## config.mk

```make
export PLATFORM = sky130hd
export DESIGN_NAME = circular_tap_buffer
export DESIGN_NICKNAME = d
export VERILOG_FILES = /design/src/rtl/circular_tap_buffer.sv
export SDC_FILE = /design/constraint.sdc
export NUM_CORES = 1
export LEC_CHECK = 0
export BUFFER_PORTS_ARGS = -buffer_cell sky130_fd_sc_hd__buf_2
export CORE_MARGIN = 2
export CORE_UTILIZATION = 55
export DETAILED_ROUTE_END_ITERATION = 12
export MAX_ROUTING_LAYER = met4
export PLACE_DENSITY = 0.81
export SYNTH_ARGS = -nofsm -noshare
export SYNTH_HDL_FRONTEND = slang
export SYNTH_SLANG_ARGS = --single-unit
```

## constraint.sdc

```tcl
create_clock -name clock -period 2.6 [get_ports clock]
set_input_delay 0.13 -clock clock [delete_from_list [all_inputs] [get_ports clock]]
set_output_delay 0.13 -clock clock [all_outputs]
set_load 0.1 [all_outputs]
```

## src/rtl/circular_tap_buffer.sv

```systemverilog
// Parametrised circular buffer with gated writes, synchronous flush and fill tracking.
// Contents are presented newest-first, as if the storage were a shift register.
module circular_tap_buffer #(
  parameter int word_size = 8,
  parameter int buff_size = 4,
  parameter int ptr_size  = 2
) (
  input  logic                           clock,
  input  logic                           reset,
  input  logic [word_size-1:0]           Data_in,
  input  logic                           shift_en,
  input  logic                           flush,
  input  logic [ptr_size-1:0]            tap_sel,
  output logic [buff_size*word_size-1:0] cells_flat,
  output logic [word_size-1:0]           tap_out,
  output logic [ptr_size:0]              fill_count,
  output logic                           full,
  output logic                           wrap
);

  localparam logic [ptr_size:0]   BUFF = (ptr_size+1)'(buff_size);
  localparam logic [ptr_size-1:0] LAST = ptr_size'(buff_size - 1);

  logic [word_size-1:0] mem    [buff_size];
  logic [word_size-1:0] slices [buff_size];
  logic [ptr_size-1:0]  wp;
  logic [ptr_size:0]    count;
  logic                 wrap_q;
  logic [ptr_size:0]    idx;

  always_ff @(posedge clock or negedge reset) begin
    if (!reset) begin
      for (int unsigned i = 0; i < buff_size; i++) mem[i] <= '0;
      wp     <= '0;
      count  <= '0;
      wrap_q <= 1'b0;
    end else if (flush) begin
      for (int unsigned i = 0; i < buff_size; i++) mem[i] <= '0;
      wp     <= '0;
      count  <= '0;
      wrap_q <= 1'b0;
    end else if (shift_en) begin
      mem[wp] <= Data_in;
      wp      <= (wp == LAST) ? '0 : wp + 1'b1;
      if (count != BUFF) count <= count + 1'b1;
      wrap_q  <= (wp == LAST);
    end else begin
      wrap_q <= 1'b0;
    end
  end

  // Age k lives at (wp-1-k) mod buff_size; bias by buff_size in a wider
  // intermediate so the subtraction never underflows for non-power-of-two depths.
  always_comb begin
    idx = '0;
    for (int unsigned k = 0; k < buff_size; k++) begin
      idx = {1'b0, wp} + (ptr_size+1)'(buff_size - 1 - k);
      if (idx >= BUFF) idx = idx - BUFF;
      slices[k] = mem[idx[ptr_size-1:0]];
    end
  end

  always_comb begin
    cells_flat = '0;
    tap_out    = '0;
    for (int unsigned k = 0; k < buff_size; k++) begin
      cells_flat[k*word_size +: word_size] = slices[k];
      if (tap_sel == ptr_size'(k)) tap_out = slices[k];
    end
  end

  assign fill_count = count;
  assign full       = (count == BUFF);
  assign wrap       = wrap_q;

endmodule
```

== Yosys cells after proc, flatten, opt, wreduce, memory -nomap -nowiden ==
Cells that the tools add are included.
Word-level totals
  flip-flop bits (word level): 38
  input port bits: 14
  word-level logic and storage cells: 75
Cells by class
  $add $sub $neg: 9
  mux-type cells: 33
  equal/unequal tests: 6
  order comparisons: 10
  reduce and logical (&&, ||, !) cells: 5
  bitwise gates (word level): 5
Operators with widths (number)
  $mux W8: 13
  $bmux W8 S2: 4
  $mux W32: 2
  $bwmux W32: 1
  $ge A3 B3 Y1 const B: 8
  $demux W8 S2: 1
  $not A2 Y3: 5
  $mux W2: 7
  $mux W3: 3
  $sub A2 B1 Y2 const B: 4
  $add A2 B2 Y3 const B: 2
  $eq A2 B2 Y1 const B: 3
  $reduce_bool A2 Y1: 2
  $add A2 B1 Y3 const B: 1
  $add A3 B1 Y3 const B: 1
  $eq A3 B3 Y1 const B: 1
  $ge A2 B3 Y1 const B: 1
  $lt A3 B1 Y1 const B: 1
  $ne A3 B3 Y1 const B: 1
  $add A2 B1 Y2 const B: 1
  $eq A2 B1 Y1 const B: 1
  $logic_not A2 Y1: 1
  $mux W1: 2
  $reduce_and A2 Y1: 1
  $logic_and A1 B1 Y1: 1

== Longest topological paths before layout ==
Gate-level depths: netlist (run 1).
  word-level depth: 11
  depth in mapped cells: 10

== Worst setup path before layout (run 1) ==
OpenSTA, ideal clock, no wires.
  kind: flip-flop to output port
  start point: register wp[0]
  end point: output tap_out[7]
  cell stages (with the launch flop): 11
  slack: -0.866 ns
  path buffers: 5
  arrival time: 3.336 ns
  cells stage by stage: dfrtp_1 > buf_6 > buf_6 > buf_4 > inv_2 > ha_1 > buf_2 > buf_2 > mux4_1 > a22oi_1 > nand2_1
On the way
  word-level cells in the longest chain between the ends: 11
  elaborated cells on any way between the ends: 35
  classes of those cells: 7 x add/sub; 4 x order compare; 20 x mux; 4 x bitwise
Ends and longest elaborated chain
  start, declared: line 26  | logic [ptr_size-1:0] wp;
  start signal, assigned: line 44  | wp <= (wp == LAST) ? '0 : wp + 1'b1;
  $add A2 B2 Y3 *: line 57  | idx = {1'b0, wp} + (ptr_size+1)'(buff_size - 1 - k);
  $ge A3 B3 Y1 / $sub A2 B1 Y2 (equally long branches): line 58  | if (idx >= BUFF) idx = idx - BUFF;
  $mux W2 *: line 58
  $not A2 Y3 (not written as such) *: line 59  | slices[k] = mem[idx[ptr_size-1:0]];
  $bmux W8 S2 *: line 59
  $mux W8 (not written as such) * (2 in a row): line 59
  via cells_flat[7]: line 14  | output logic [buff_size*word_size-1:0] cells_flat,
  $mux W8 * (4 in a row): line 68  | if (tap_sel == ptr_size'(k)) tap_out = slices[k];
  end, declared: line 15  | output logic [word_size-1:0] tap_out,
The timed path passes the listed nets; every way through them passes the cells marked *. The select of a mux whose other input is x is not followed.

== Final worst setup path (run 1) ==
  start point: register wp[0]
  end point: output tap_out[3]
On the way
  word-level cells in the longest chain between the ends: 11
  elaborated cells on any way between the ends: 35
  classes of those cells: 7 x add/sub; 4 x order compare; 20 x mux; 4 x bitwise
Ends and longest elaborated chain (line)
  $add A2 B2 Y3: 57
  $ge A3 B3 Y1 / $sub A2 B1 Y2 (equally long branches): 58
  $mux W2: 58
  $not A2 Y3 (not written as such): 59
  $bmux W8 S2: 59
  $mux W8 (not written as such) (2 in a row): 59
  $mux W8 (3 in a row): 68
  $mux W8 *: 68
Every way passes the cells marked *; elsewhere a longest branch is shown, timed or not. The select of a mux whose other input is x is not followed.

==> results.sh, run 1 <==
export IMPL_io_buffers=58
export IMPL_hold_viol_final=0
export IMPL_path_cells="inv_4, ha_4, mux4_2, a22oi_2, nand2_4, buf_2"
export IMPL_grt_pass1_vias=1997
export IMPL_clock_skew_ps=7.00
export IMPL_post_cts_setup_buffers=0
export IMPL_power_frac_seq_pct=37.9
export IMPL_setup_tns_final_ps=0
export IMPL_slowest_delay_ps=560
export IMPL_hold_path_class="in2reg"
export IMPL_cp_arrival_ps=2330
export IMPL_routabilityCongestion=0.782
export IMPL_setup_viol_count_final=0
export IMPL_diodes=0
export IMPL_p_leak_nw=1.38
export IMPL_r2r_start="wp[0]"
export IMPL_required_ps=2470
export IMPL_switchingPower_uw=706
export IMPL_r2r_slack_ps=820
export IMPL_clockPowerShare_pct=24.2
export IMPL_root_buffer="clkbuf_8"
export IMPL_synth_most_common_cell="nand2_1"
export IMPL_start_kind="flop"
export IMPL_die_h_um=73.1
export IMPL_groute_usage_overall_pct=25.4
export IMPL_final_max_slew_violation_count=0
export IMPL_synth_warnings=0
export IMPL_via_count=2264
export IMPL_power_density_nw_per_um2=537
export IMPL_ys_flop_type="dfrtp_1"
export IMPL_ant_nets=0
export IMPL_p_int_uw=998
export IMPL_gr_total_overflow=0
export IMPL_numCtsBuffers=5
export IMPL_holdPathEnd="mem[1]"
export IMPL_routed_wl_um=6230
export IMPL_grt_pass1_wl_um=10000
export IMPL_final_area_um2=3170
export IMPL_fmax_ghz=0.406
export IMPL_synthTopCellsByCount="nand2_1, dfrtp_1, a21oi_1"
export IMPL_ys_ff_latch=38
export IMPL_crit_fanout=17
export IMPL_cts_sinks=38
export IMPL_cts_max_level=2
export IMPL_antenna_found_initial=0
export IMPL_post_route_drc_count=0
export IMPL_hold_depth=3
export IMPL_postPlaceCellArea_um2=3070
export IMPL_slowest_stage="mux4_2"
export IMPL_hp_start="Data_in[1]"
export IMPL_outcome="completed"
export IMPL_reg2reg_to="mem[19]"
export IMPL_worstSkewPairLatency_ps=290
export IMPL_syn_inst=246
export IMPL_die_w_um=73.1
export IMPL_hpwlAfterDp_um=4500
export IMPL_fill_cells=354
export IMPL_nNetsFinal=314
export IMPL_fin_hold_ws_ps=114
export IMPL_wire_per_inst_um=17.9
export IMPL_die_area_um2=5340
export IMPL_period_minus_slack_ps=2460
export IMPL_synth_top_area_share_pct=36.2
export IMPL_drive_above_1_share_pct=42.4
export IMPL_row_count=25
export IMPL_cts_tree="done"
export IMPL_clkTransAtPathRegs_ps=70
export IMPL_initial_core_util_pct=56.3
export IMPL_grt_max_degree=42
export IMPL_ff2ff_path_depth=5
export IMPL_drv_cap=0
export IMPL_max_slew_margin_pct=44.3
export IMPL_io_pins=59
export IMPL_ys_seq_area_share_pct=36.2
export IMPL_power_frac_comb_pct=37.9
export IMPL_clk_path_buf_depth=2
export IMPL_drt_iter0_drc=200
export IMPL_synth_top_area_cell="dfrtp_1"
export IMPL_grt_setup_unrepaired="false"
export IMPL_switching_share_pct=41.4
export IMPL_synth_area_um2=2630
export IMPL_tightest_slew_ps=833
export IMPL_ir_worst_vdd_mv=0.375
export IMPL_path_class="reg2out"
export IMPL_syn_avg_cell_area_um2=10.7
export IMPL_synth_edf_count=0
export IMPL_min_period_over_period_pct=94.7
export IMPL_synth_fp_nets=266
export IMPL_syn2layout_area_growth_pct=20.8
export IMPL_synthArstFlopShare_pct=100
export IMPL_yosys_top_cells_area="dfrtp_1, mux4_2, a21oi_1"
export IMPL_drt_first_pass_iters=5
export IMPL_core_um2=4660
export IMPL_synth_cell_type_count=24
export IMPL_via_per_inst=6.49
export IMPL_cp_end_kind="primary output"
[how the worst max path moves through the flow]
stage	end	start	depth (start not counted)
after floorplan	tap_out[3]	wp[0]	9
after global placement	tap_out[3]	wp[0]	6
after detailed placement	tap_out[3]	wp[0]	6
after CTS	tap_out[3]	wp[0]	6
after global routing	tap_out[3]	wp[1]	6
final	tap_out[3]	wp[0]	6
[sequential cells by signal, indices dropped and copies added, names as in the netlist]
register and flops:
fill_count 3, mem 32, wrap 1, wp 2
[layout make-up]
class                      count  area [µm²]  area share [%]
inverter                       4        17.5           0.552
timing repair buffer          64         365            11.5
tap                           54        67.6            2.13
clock inverter                 1        5.00           0.158
multi-input combinational    181        1680            52.9
clock buffer                   7        86.3            2.72
sequential                    38         952            30.0
[cells in the final DEF, fill, tap and decap left out, drive strengths merged]
cell type	netlist	final
a21boi	1	1
clkinv	0	1
nand2	44	44
and2	2	2
ha	6	6
a22oi	16	16
and4b	1	1
mux2i	3	3
dlygate4sd3	0	1
xnor2	1	1
nor2b	2	2
dfrtp	38	38
mux4	32	32
clkbuf	9	7
nor2	7	7
nor3	1	1
buf	14	63
nand3	32	32
inv	4	4
a21oi	33	33
[per-stage QoR]
stage          power [mW]  std cells  utilization, %  setup WS (ps)
2_1_floorplan        1.21        246               -          -90.9
3_3_place_gp         1.29        340            65.9            492
3_5_place_dp         1.30        340            65.9            466
4_1_cts              1.71        349            68.1            144
5_1_grt              1.77        349            68.1           57.3
6_report             1.70        349            68.1            139
[kinds of logic after synthesis]
logic type | count (synthesis) | synth area share (%)
and+or+nand+nor | 89 | 14.9
AOI/OAI and AO/OA | 50 | 11.1
DFF | 38 | 36.2
muxes | 35 | 29.2
buffers and inverters | 27 | 5.38
adders and majority gates | 6 | 2.86
xor gates and xnor gates | 1 | 0.334
[worst max-delay path: cells and delay by family (launching register included)]
family	cells	cell delay [ps]
compound gates	1	240
mux	1	560
buf+inv	2	340
fa+ha+maj	1	420
flops	1	420
simple gates	1	50
[power by group through the flow]
stage	combinational [mW]	clock, mW	sequential [mW]
2_1_floorplan	0.534	0	0.671
3_3_place_gp	0.637	0	0.652
3_5_place_dp	0.645	0	0.656
4_1_cts	0.649	0.415	0.645
5_1_grt	0.679	0.445	0.649
6_report	0.645	0.412	0.646
[metal layers]
metal  part of all wire, %  track usage, %
met3                   6.0            4.14
met5                     0               -
met4                  0.95            6.58
met2                    49            37.0
met1                    44            37.4
[repair_timing]
action                                 4_1_cts  5_1_grt
hold buffers                                 1        0
setup endpoints to repair                    0        0
gates resized for setup                      0        0
endpoints found under the hold margin       38        0
(Power assumes the default switching activity.)
==> run 2: changes to the inputs <==
BUFFER_PORTS_ARGS = not set   (was -buffer_cell sky130_fd_sc_hd__buf_2)
CORE_UTILIZATION = 60   (was 55)
DONT_BUFFER_PORTS = 1   (was not set)
PLACE_DENSITY = 0.76   (was 0.81)
==> run 2 against run 1 <==
- total power increased by 1.8%
- first-iteration DRC count increased by 71%
- routed wire length increased by 19%
- clock power increased by 2%
- flip-flop and latch count unchanged
- maximum frequency increased by 3.7%
- setup slack improved by 88 ps
- critical path type unchanged
- highest routed layer unchanged
- die area decreased by 7.9%
- count of clock-buffer cells in the layout unchanged
==> results.sh, run 2 (synthesis gave the netlist of run 1 again) <==
export IMPL_outcome="completed"
export IMPL_start_kind="flop"
export IMPL_via_per_inst=7.05
export IMPL_wire_per_inst_um=21.7
export IMPL_core_um2=4290
export IMPL_worstSkewPairLatency_ps=290
export IMPL_drive_above_1_share_pct=36.2
export IMPL_grt_setup_unrepaired="false"
export IMPL_final_max_slew_violation_count=0
export IMPL_postPlaceCellArea_um2=3020
export IMPL_drt_iter0_drc=342
export IMPL_cts_sinks=38
export IMPL_hold_path_class="in2reg"
export IMPL_setup_viol_count_final=0
export IMPL_syn2layout_area_growth_pct=26.3
export IMPL_required_ps=2470
export IMPL_groute_usage_overall_pct=32.9
export IMPL_clock_skew_ps=3.92
export IMPL_final_common_cell="buf_4"
export IMPL_cts_tree="done"
export IMPL_multiInputGateArea_um2=1680
export IMPL_path_cells="buf_6, mux4_1, a22oi_2, nand2_4"
export IMPL_post_cts_setup_buffers=0
export IMPL_final_cell_mix="buf_4, dfrtp_1, nand2_1"
export IMPL_diodes=0
export IMPL_grt_pass1_vias=2386
export IMPL_slowest_delay_ps=670
export IMPL_clk_path_buf_depth=2
export IMPL_cp_buffers_inverters=1
export IMPL_root_buffer="clkbuf_8"
export IMPL_fmax_ghz=0.421
export IMPL_p_leak_nw=1.35
export IMPL_regArea_um2=952
export IMPL_path_class="reg2out"
export IMPL_power_density_nw_per_um2=523
export IMPL_hpwlAfterDp_um=4790
export IMPL_ant_nets=0
export IMPL_via_count=2412
export IMPL_cpLargestDelayFamily="multiplexers"
export IMPL_antenna_found_initial=0
export IMPL_min_period_over_period_pct=91.3
export IMPL_gr_total_overflow=0
export IMPL_initial_core_util_pct=61.2
export IMPL_cp_end_kind="primary output"
export IMPL_routabilityCongestion=0.802
export IMPL_nNetsFinal=309
export IMPL_drv_cap=0
export IMPL_crit_fanout=36
export IMPL_slowest_stage="mux4_1"
export IMPL_regMostFlops="mem"
export IMPL_io_pins=59
export IMPL_cp_arrival_ps=2240
export IMPL_largest_reg_flops=32
export IMPL_tightest_slew_ps=877
export IMPL_max_slew_margin_pct=41.5
export IMPL_clkTransAtPathRegs_ps=70
export IMPL_die_h_um=70.2
export IMPL_period_minus_slack_ps=2370
export IMPL_numCtsBuffers=5
export IMPL_ir_worst_vdd_mv=0.385
export IMPL_cts_max_level=2
export IMPL_row_count=24
export IMPL_drt_first_pass_iters=5
export IMPL_grt_max_degree=39
export IMPL_hold_viol_final=0
export IMPL_total_power_mw=1.73
export IMPL_post_route_drc_count=0
export IMPL_final_area_um2=3320
export IMPL_fill_cells=270
export IMPL_grt_pass1_wl_um=12100
export IMPL_routed_wl_um=7440
export IMPL_die_w_um=70.2
export IMPL_die_area_um2=4920
export IMPL_io_buffers=0
## run 2: changes by cell type in the layout (fill, tap and decap cells not counted), sizes merged
| cell | previous run | this run |
|---|---|---|
| buf | 63 | 43 |
| dlygate4sd3 | 1 | 16 |
## run 2: worst paths after layout
| check | from | end | slack (ps) | depth (start not counted) |
|---|---|---|---|---|
| setup / recovery | wp[0] | tap_out[5] | 230 | 4 |
| hold / removal | shift_en | mem[0] | 7 | 2 |
| setup reg to reg | wp[0] | mem[2] | 340 | 7 |
| hold reg to reg | mem[22] | mem[22] | 590 | 2 |
| max in group asynchronous | reset | wp[0] | 2100 | 2 |
| min in group asynchronous | reset | mem[27] | 290 | 2 |
## run 2: where the power goes
| group | internal (mW) | switching, mW |
|---|---|---|
| sequential | 0.615 | 0.0328 |
| combinational | 0.189 | 0.479 |
| clock | 0.214 | 0.205 |
| total | 1.02 | 0.717 |
## run 2: repair_timing
item | 4_1_cts | 5_1_grt
hold endpoints to repair | 76 | 0
hold buffers | 18 | 0
gates resized for setup | 0 | 1
endpoints found under the setup margin | 0 | 1
## run 2: routing by layer
layer	vias up	part of all wire (%)	GRT usage, %
met5	-	0	-
met3	33	9.3	6.06
li1	1011	-	-
met4	0	3.1	13.2
met1	1185	38	43.8
met2	183	49	50.7
## run 2: final cells by class
cell class | instances | share of cell area [%]
inverters | 4 | 0.528
clock inverters | 1 | 0.151
flip-flops and latches | 38 | 28.7
well taps | 52 | 1.96
multi-input cells | 181 | 50.6
repair buffers | 59 | 15.4
clock buffers | 7 | 2.60
## run 2: worst register-to-register path, cell delays in order (launching register included)
cell and delay [ps]:
dfrtp_2 390, buf_6 350, ha_1 230, buf_4 190
nand2_1 230, nand2_1 130, a21oi_1 70, dlygate4sd3_1 560
## run 2: per-stage QoR
step	TNS (ps)	hold slack (ps)	worst slack [ps]	utilization, %	cells
2_1_floorplan	-320	-166	-90.9	-	246
3_3_place_gp	0	-165	512	70.3	316
3_5_place_dp	0	-165	400	70.3	316
4_1_cts	0	0.469	91.5	77.1	342
5_1_grt	0	10.5	140	77.2	342
6_report	0	7.42	227	77.2	342
